$ cat config.mk
export PLATFORM = sky130hd
export DESIGN_NAME = bd_channel_fifo_flat
export DESIGN_NICKNAME = d
export VERILOG_FILES = /design/src/rtl/bd_if_pkg.sv /design/src/rtl/bd_channel_fifo_if.sv /design/src/rtl/bd_fifo_mem.sv /design/src/rtl/bd_channel_fifo.sv /design/src/flat_wrapper.sv
export SDC_FILE = /design/constraint.sdc
export NUM_CORES = 1
export LEC_CHECK = 0
export CAP_MARGIN = 20
export CORE_ASPECT_RATIO = 1.5
export CORE_MARGIN = 4
export CORE_UTILIZATION = 45
export DETAILED_ROUTE_END_ITERATION = 10
export DONT_BUFFER_PORTS = 1
export SYNTH_ARGS = -nofsm -noshare
export SYNTH_HDL_FRONTEND = slang
export SYNTH_SLANG_ARGS = --single-unit
$ cat constraint.sdc
create_clock -name clk -period 4.4 [get_ports clk]
set_input_delay 0.66 -clock clk [delete_from_list [all_inputs] [get_ports clk]]
set_output_delay 0.66 -clock clk [all_outputs]
set_load 0.02 [all_outputs]
$ cat src/rtl/bd_if_pkg.sv
// Shared widths and word types for the BD pin-receiver / FPGA-core channel path.
package bd_if_pkg;
    localparam int NUM_BITS_PIN2CORE = 21;
    localparam int NUM_BITS_CORE2PIN = 34;

    typedef logic [NUM_BITS_CORE2PIN-1:0] bd_out_word_t;
    typedef logic [NUM_BITS_PIN2CORE-1:0] bd_in_word_t;
endpackage

$ cat src/rtl/bd_channel_fifo_if.sv
// Channel v/a link: the producer drives d/v, the consumer returns a one-cycle accept pulse.
interface bd_channel_if
    import bd_if_pkg::*;
#(
    parameter int NUM_BITS = NUM_BITS_CORE2PIN
);
    logic [NUM_BITS-1:0] d;
    logic                v;
    logic                a;

    modport master (output d, v, input a);
    modport slave  (input d, v, output a);
endinterface

$ cat src/rtl/bd_fifo_mem.sv
// Word storage: one synchronous write port, one asynchronous read port, no reset.
module bd_fifo_mem
    import bd_if_pkg::*;
#(
    parameter int NUM_BITS = NUM_BITS_CORE2PIN,
    parameter int DEPTH    = 16,
    parameter int AW       = $clog2(DEPTH)
) (
    input  logic                clk,
    input  logic                we,
    input  logic [AW-1:0]       waddr,
    input  logic [NUM_BITS-1:0] wdata,
    input  logic [AW-1:0]       raddr,
    output logic [NUM_BITS-1:0] rdata
);
    logic [NUM_BITS-1:0] mem [DEPTH];

    always_ff @(posedge clk) begin
        if (we) mem[waddr] <= wdata;
    end

    assign rdata = mem[raddr];
endmodule

$ cat src/rtl/bd_channel_fifo.sv
// Elastic channel-to-channel FIFO between the BD pin receiver and the core decoder,
// with occupancy, high-water mark and a sticky pop-while-empty error flag.
module bd_channel_fifo
    import bd_if_pkg::*;
#(
    parameter  int NUM_BITS = NUM_BITS_CORE2PIN,
    parameter  int DEPTH    = 16,
    localparam int CW       = $clog2(DEPTH) + 1
) (
    input  logic          clk,
    input  logic          reset,
    bd_channel_if.slave   in_channel,
    bd_channel_if.master  out_channel,
    output logic [CW-1:0] count,
    output logic [CW-1:0] high_water,
    input  logic          clear_hw,
    output logic          proto_err
);
    localparam int PW = CW - 1;

    logic [PW-1:0]       wr_ptr_q, wr_ptr_d;
    logic [PW-1:0]       rd_ptr_q, rd_ptr_d;
    logic [CW-1:0]       count_q, count_d;
    logic [CW-1:0]       hw_q, hw_d;
    logic                acc_q, acc_d;
    logic                err_q, err_d;
    logic                full, empty, push, pop;
    logic [NUM_BITS-1:0] rdata;

    always_comb begin
        full  = (count_q == CW'(DEPTH));
        empty = (count_q == '0);
        // acc_q masks the accept cycle, where the producer still holds the same word
        push  = in_channel.v & ~acc_q & ~full;
        pop   = out_channel.a & ~empty;

        acc_d    = push;
        wr_ptr_d = wr_ptr_q + PW'(push);
        rd_ptr_d = rd_ptr_q + PW'(pop);
        count_d  = count_q + CW'(push) - CW'(pop);
        err_d    = err_q | (out_channel.a & empty);

        hw_d = hw_q;
        if (clear_hw)           hw_d = count_d;
        else if (count_d > hw_q) hw_d = count_d;
    end

    always_ff @(posedge clk or posedge reset) begin
        if (reset) begin
            wr_ptr_q <= '0;
            rd_ptr_q <= '0;
            count_q  <= '0;
            hw_q     <= '0;
            acc_q    <= 1'b0;
            err_q    <= 1'b0;
        end else begin
            wr_ptr_q <= wr_ptr_d;
            rd_ptr_q <= rd_ptr_d;
            count_q  <= count_d;
            hw_q     <= hw_d;
            acc_q    <= acc_d;
            err_q    <= err_d;
        end
    end

    bd_fifo_mem #(
        .NUM_BITS (NUM_BITS),
        .DEPTH    (DEPTH),
        .AW       (PW)
    ) u_mem (
        .clk   (clk),
        .we    (push),
        .waddr (wr_ptr_q),
        .wdata (in_channel.d),
        .raddr (rd_ptr_q),
        .rdata (rdata)
    );

    // Head word is forced to zero while empty so idle output is deterministic
    assign out_channel.v = ~empty;
    assign out_channel.d = empty ? '0 : rdata;
    assign in_channel.a  = acc_q;
    assign count         = count_q;
    assign high_water    = hw_q;
    assign proto_err     = err_q;
endmodule

$ cat src/flat_wrapper.sv
// flat-port wrapper written by rule: the top's interface ports become plain ports
module bd_channel_fifo_flat import bd_if_pkg::*;
#(
    parameter  int NUM_BITS = NUM_BITS_CORE2PIN,
    parameter  int DEPTH    = 16,
    localparam int CW       = $clog2(DEPTH) + 1
)
  (clk, reset, count, high_water, clear_hw, proto_err, in_channel_d, in_channel_v, in_channel_a, out_channel_d, out_channel_v, out_channel_a);
  bd_channel_if #(.NUM_BITS(NUM_BITS)) in_channel_i ();
  bd_channel_if #(.NUM_BITS(NUM_BITS)) out_channel_i ();
  input  logic clk;
  input  logic reset;
  output logic [CW-1:0] count;
  output logic [CW-1:0] high_water;
  input  logic clear_hw;
  output logic proto_err;
  input wire logic [$bits(in_channel_i.d)-1:0] in_channel_d;
  input wire logic [$bits(in_channel_i.v)-1:0] in_channel_v;
  output wire logic [$bits(in_channel_i.a)-1:0] in_channel_a;
  output wire logic [$bits(out_channel_i.d)-1:0] out_channel_d;
  output wire logic [$bits(out_channel_i.v)-1:0] out_channel_v;
  input wire logic [$bits(out_channel_i.a)-1:0] out_channel_a;
  assign in_channel_i.d = in_channel_d;
  assign in_channel_i.v = in_channel_v;
  assign in_channel_a = in_channel_i.a;
  assign out_channel_d = out_channel_i.d;
  assign out_channel_v = out_channel_i.v;
  assign out_channel_i.a = out_channel_a;
  bd_channel_fifo #(.NUM_BITS(NUM_BITS), .DEPTH(DEPTH)) u_core (.clk(clk), .reset(reset), .in_channel(in_channel_i), .out_channel(out_channel_i), .count(count), .high_water(high_water), .clear_hw(clear_hw), .proto_err(proto_err));
endmodule
== Word-level counts from Yosys, hierarchy flattened ==
Memory sizes are Yosys's and may differ from the RTL's.
Cells that the tools add are included.

* Bits in registers: 20
* Memory bits (writable): 544
* Bits of input ports: 39
* Output and inout bits: 47
* Logic and storage cells: 28
* Memories: 1

* Add/sub/neg operators: 4
* $lt $le $gt $ge: 1
* Equal/unequal tests: 1
* Multiplexer cells: 5
* Bitwise gates (word level): 8
* Reductions and logical operators: 2

{| class="wikitable"
|+ Memory list
! memory !! depth !! width !! rd ports !! clocked after Yosys merged registers in !! write ports !! line !! source
|-
| u_core.u_mem.mem || 16 || 34 || 1 || 0 || 1 || bd_fifo_mem.sv:16 || <nowiki>logic [NUM_BITS-1:0] mem [DEPTH];</nowiki>
|}

{| class="wikitable"
|+ Operators by type and width
! operator !! number
|-
| $mux W34 || 1
|-
| $mux W5 || 2
|-
| $add A4 B1 Y4 || 2
|-
| $add A5 B1 Y5 || 1
|-
| $eq A5 B5 Y1 const B || 1
|-
| $gt A5 B5 Y1 || 1
|-
| $logic_not A5 Y1 || 1
|-
| $sub A5 B1 Y5 || 1
|-
| $and A1 B1 Y1 || 4
|-
| $not A1 Y1 || 3
|-
| $mux W1 || 2
|-
| $reduce_bool A2 Y1 || 1
|-
| $or A1 B1 Y1 || 1
|}

== Depth between registers and ports, before layout ==
* Depth in word-level cells: 8
* Gate-level depth with buffers: 16
* Depth with buffers taken out: 15

== By module ==
From an unflattened synthesis, not the netlist that was laid out.

* Cells, all modules: 973
* Area total of the unflattened synthesis: 21659.5 µm²

{| class="wikitable"
|+ Modules (own cells, without submodules)
! module !! times used !! cells each !! area each (µm²)
|-
| bd_fifo_mem || 1 || 854 || 20395.8
|-
| bd_channel_fifo || 1 || 119 || 1263.7
|}

== Worst setup path before layout ==
OpenSTA, ideal clock, no wires.

* Path type: register to register
* Start point: register u_core.count_q[2], in the netlist u_core.count[2]
* End point: memory u_core.u_mem.mem[0][0] in the netlist's numbering (enable)
* Library setup time: 467 ps
* Arrival: 3841 ps
* Data required time: 3933 ps
* Slack: 91 ps
* Cell stages (with the launch flop): 6
* Buffers on the path: 0
* Clock period less this slack: 4309 ps
* Cell sequence: dfrtp_1 > inv_1 > ha_1 > a41oi_2 > or3b_1 > nor3_1

* Longest elaborated chain between the ends: 5

{| class="wikitable"
|+ RTL lines
! what !! line !! source
|-
| from (decl) || bd_channel_fifo.sv:23 || <nowiki>logic [CW-1:0] count_q, count_d;</nowiki>
|-
| from (signal assigned) || bd_channel_fifo.sv:59 || <nowiki>count_q <= count_d;</nowiki>
|-
| $eq A5 B5 Y1 || bd_channel_fifo.sv:31 || <nowiki>full = (count_q == CW'(DEPTH));</nowiki>
|-
| $not A1 Y1 || bd_channel_fifo.sv:34 || <nowiki>push = in_channel.v & ~acc_q & ~full;</nowiki>
|-
| $and A1 B1 Y1 || bd_channel_fifo.sv:34 ||
|-
| net u_core.acc_d || bd_channel_fifo.sv:25 || <nowiki>logic acc_q, acc_d;</nowiki>
|-
| $mux W1 || bd_fifo_mem.sv:19 || <nowiki>if (we) mem[waddr] <= wdata;</nowiki>
|-
| $mux W1 (implied by the code) || bd_fifo_mem.sv:19 ||
|-
| to (decl) || bd_fifo_mem.sv:16 ||
|}

The timed path passes the listed nets, and every way through them passes these cells.

== Worst setup path in the final report ==
* Start point: register u_core.count_q[3], in the netlist u_core.count[3]
* End point: register u_core.hw_q[0], in the netlist u_core.high_water[0]

* Longest elaborated chain between the ends: 7
* Elaborated cells between the ends (all ways): 12
* Classes of those cells: add/sub (2); order compare (1); eq/ne (1); mux (2); bitwise (4); reduce/logical (2)

{| class="wikitable"
|+ RTL lines
! what !! line !! source
|-
| $eq A5 B5 Y1 || bd_channel_fifo.sv:31 ||
|-
| $not A1 Y1 || bd_channel_fifo.sv:34 ||
|-
| $and A1 B1 Y1 || bd_channel_fifo.sv:34 ||
|-
| $add A5 B1 Y5 || bd_channel_fifo.sv:40 || <nowiki>count_d = count_q + CW'(push) - CW'(pop);</nowiki>
|-
| $sub A5 B1 Y5 * || bd_channel_fifo.sv:40 ||
|-
| net u_core.count_d[4] || bd_channel_fifo.sv:23 ||
|-
| $gt A5 B5 Y1 * || bd_channel_fifo.sv:45 || <nowiki>else if (count_d > hw_q) hw_d = count_d;</nowiki>
|-
| $reduce_bool A2 Y1 (no source line) * || - ||
|-
| to (signal assigned) || bd_channel_fifo.sv:60 || <nowiki>hw_q <= hw_d;</nowiki>
|-
| to (decl) || bd_channel_fifo.sv:24 || <nowiki>logic [CW-1:0] hw_q, hw_d;</nowiki>
|}

Mark *: on every way through the listed nets, which the timed path passes. The rest lies on a longest branch. The select of a mux whose other input is x is not followed.
A chain may end at the register's enable or synchronous reset.

==> metrics.cfg <==
[pwr]
cellPowerDensity_nw_per_um2 = 650
leakagePower_nw = 7.79
peakVddDrop_uv = 479
power_mw = 15.8

[setup_path]
critPathTopFamily = adder cells
r2r-end = u_core.high_water[0]
path_class = register to register
critPathMaxStageDelay_ns = 0.48
critPathSlowestCell = dfrtp_1
reg2regPathDepth = 15
cp_data_arrival_time_ns = 4.52
r2r_slack_ns = 0.34
path_max_fanout = 5
cpMostUsedCell = ha_1
timing.critical_path.to_type = register
reg2reg_from = u_core.count[3]
worstPathCellList = inv_1, ha_1, or4b_1, nand3_1, o21ai_0, ha_1, fa_1, a21oi_1, o21bai_1, xnor2_1, ha_1, a211oi_1, o221ai_1, o21ai_2, mux2_2
path_buf_inv = 1
cp-start-kind = register
cp.required_ns = 4.85

[place]
hpwl_um = 24600
gp_congestion = 0.743
io_buffers = 0

[layout]
synthToLayoutAreaGrowth_pct = 11.9
diodes = 0
drive_gt1_frac = 0.270
final_nets = 1033

[hold_path]
hold_class = input port to async pin

[floorplanning]
start_util = 0.455
coreArea_um2 = 47800
die-area_um2 = 52000
die_y_um = 277
die_w_um = 188
ios = 86
row_count = 98

[drt]
m1WireLength_um = 17700
drtAntennaViolNets = 0
top_layer_used = met4
drt_iter0_drc = 656
vias = 9534
via_per_inst = 5.87
wl_met3_um = 2370
met2_wirelength_um = 24000
dr.pass1.iters = 5
wl_um = 44900
drc = 0
wl_per_cell_um = 27.6

[cts]
root_buffer = clkbuf_16
clkSinkCount = 564
ctsHoldBuffers = 0
tritoncts = done
clock_path_buffers = 3
cts.reportedPaths.clkPinSlew_ns = 0.06
cts_buffers = 52
h-tree-depth = 2
clkLatencyLatePin_ns = 0.59

[timing]
worst_slew_pin_slew_ns = 0.792
period_share = 0.924
setup_viol = 0
layout_min_cycle_time_ns = 4.06
finalHoldViolations = 0
slew_viol_final = 0
rsz0062_at_grt = false
fmax_mhz = 246
tns_ns = 0
relSlewSlack = 0.471
clock_skew_ns = 0.0276

[global_routing]
grt_antenna_before_repair = 0
grt-ovfl-total = 0
grt_pass1_vias = 10300
grt_max_degree = 55
grt_usage = 0.172
grt_pass1_wl_um = 66800

[synthesis]
netlist_area_um2 = 21800
yosys_warnings = 0
ys_ff_latch = 564
ys_seq_area_frac = 0.773
yosysMostFrequentCell = edfxtp_1
syn_area_per_cell_um2 = 23.3
synth_edf_count = 544
synth_ff_type = edfxtp_1
synth_area_leaders = edfxtp_1 75%, mux4_2 14%, mux2i_1 3.1%
synth_top_area_frac = 0.750
synth_common_cells = 544 x edfxtp_1, 136 x mux4_2, 68 x mux2i_1
synthArstFlopShare = 0.0355
synth_top_area_cell = edfxtp_1
synth.distinct_cells = 35
synth_nets = 989
syn_inst = 936

[job]
drv_cap = 0

[run_status]
status = completed

==> report_power, final <==
part | switching, mW | internal, mW | total [mW] | leakage [nW]
clock network | 1.90 | 2.41 | 4.32 | 0.794
logic | 2.61 | 2.08 | 4.69 | 1.85
registers | 0.461 | 6.37 | 6.83 | 5.14
total | 4.97 | 10.9 | 15.8 | 7.79
==> kinds of logic after synthesis <==
group	count (synthesis)	synth area share
flip-flops	564	0.773
adder cells (fa/ha/maj)	14	0.00839
AO/OA/AOI/OAI	45	0.0134
XOR/XNOR	9	0.00362
AND/OR/NAND/NOR	35	0.00851
multiplexers	209	0.175
buffers and inverters	60	0.0181
==> per-stage QoR <==
stage	std cells	area, µm²	util	setup WS [ns]	hold WS [ns]
floorplan	936	21800	-	0.0913	0.477
finish	1623	24400	0.510	0.335	0.122
CTS	1623	24400	0.510	0.226	0.122
global route	1623	24400	0.510	0.0578	0.130
global placement	1526	22700	0.475	0.323	0.491
detailed placement	1526	22700	0.475	0.261	0.494
==> timing repair <==
action	in CTS	in global routing
endpoints found under the setup margin	0	5
resized for setup	0	1
buffers inserted	0	0
==> placed cells by master (no fill, tap or decap), types with 5 or more instances in the layout <==
| cell | n |
|---|---|
| clkinv_1 | 9 |
| mux2i_1 | 68 |
| nor2_4 | 12 |
| clkbuf_1 | 16 |
| clkbuf_16 | 53 |
| clkinv_2 | 9 |
| buf_4 | 27 |
| buf_12 | 12 |
| ha_1 | 13 |
| dfrtp_1 | 17 |
| mux2_2 | 5 |
| inv_1 | 11 |
| xor2_1 | 5 |
| o22ai_1 | 34 |
| mux4_2 | 136 |
| edfxtp_1 | 544 |
==> state kept, by name (all words and copies together) (netlist names) <==
signal / flops
u_core.in_channel.a: 1
u_core.high_water: 5
u_core.u_mem.mem: 544
u_core.proto_err: 1
u_core.wr_ptr_q: 4
u_core.rd_ptr_q: 4
u_core.count: 5
==> worst reg2reg max path, stage by stage, from the launching register on <==
cell,delay [ns]
dfrtp_1,0.48
inv_1,0.13
ha_1,0.18
or4b_1,0.46
nand3_1,0.16
o21ai_0,0.13
ha_1,0.24
fa_1,0.43
a21oi_1,0.16
o21bai_1,0.09
xnor2_1,0.27
ha_1,0.31
a211oi_1,0.23
o221ai_1,0.17
o21ai_2,0.16
mux2_2,0.37
==> metal layers <==
metal / up-vias / track usage
met5: - / 0
met4: 0 / 0.0420
met3: 50 / 0.0366
met2: 199 / 0.308
met1: 5240 / 0.215
li1: 4045 / -
==> worst max path at each step <==
| stage | startpoint | end | slack (ns) | cells after the start |
|---|---|---|---|---|
| 2_1_floorplan | u_core.count[2] | u_core.u_mem.mem[0][0] | 0.09 | 5 |
| 3_3_place_gp | u_core.count[3] | u_core.high_water[2] | 0.32 | 15 |
| 3_5_place_dp | u_core.count[3] | u_core.high_water[1] | 0.26 | 15 |
| 4_1_cts | u_core.count[3] | u_core.high_water[0] | 0.23 | 15 |
| 5_1_grt | u_core.count[3] | u_core.high_water[0] | 0.06 | 15 |
| 6_report | u_core.count[3] | u_core.high_water[0] | 0.34 | 15 |
==> layout make-up <==
class                   instances  area (µm²)
clock buffers                  69        1390
clock inverters                28         246
well taps                     600         751
multi-input cells             312        4660
repair buffers                 39         443
flip-flops and latches        564       16800
inverters                      11        41.3
fillers                      3752       23500
Note: power is estimated with default switching activity, not from simulation.
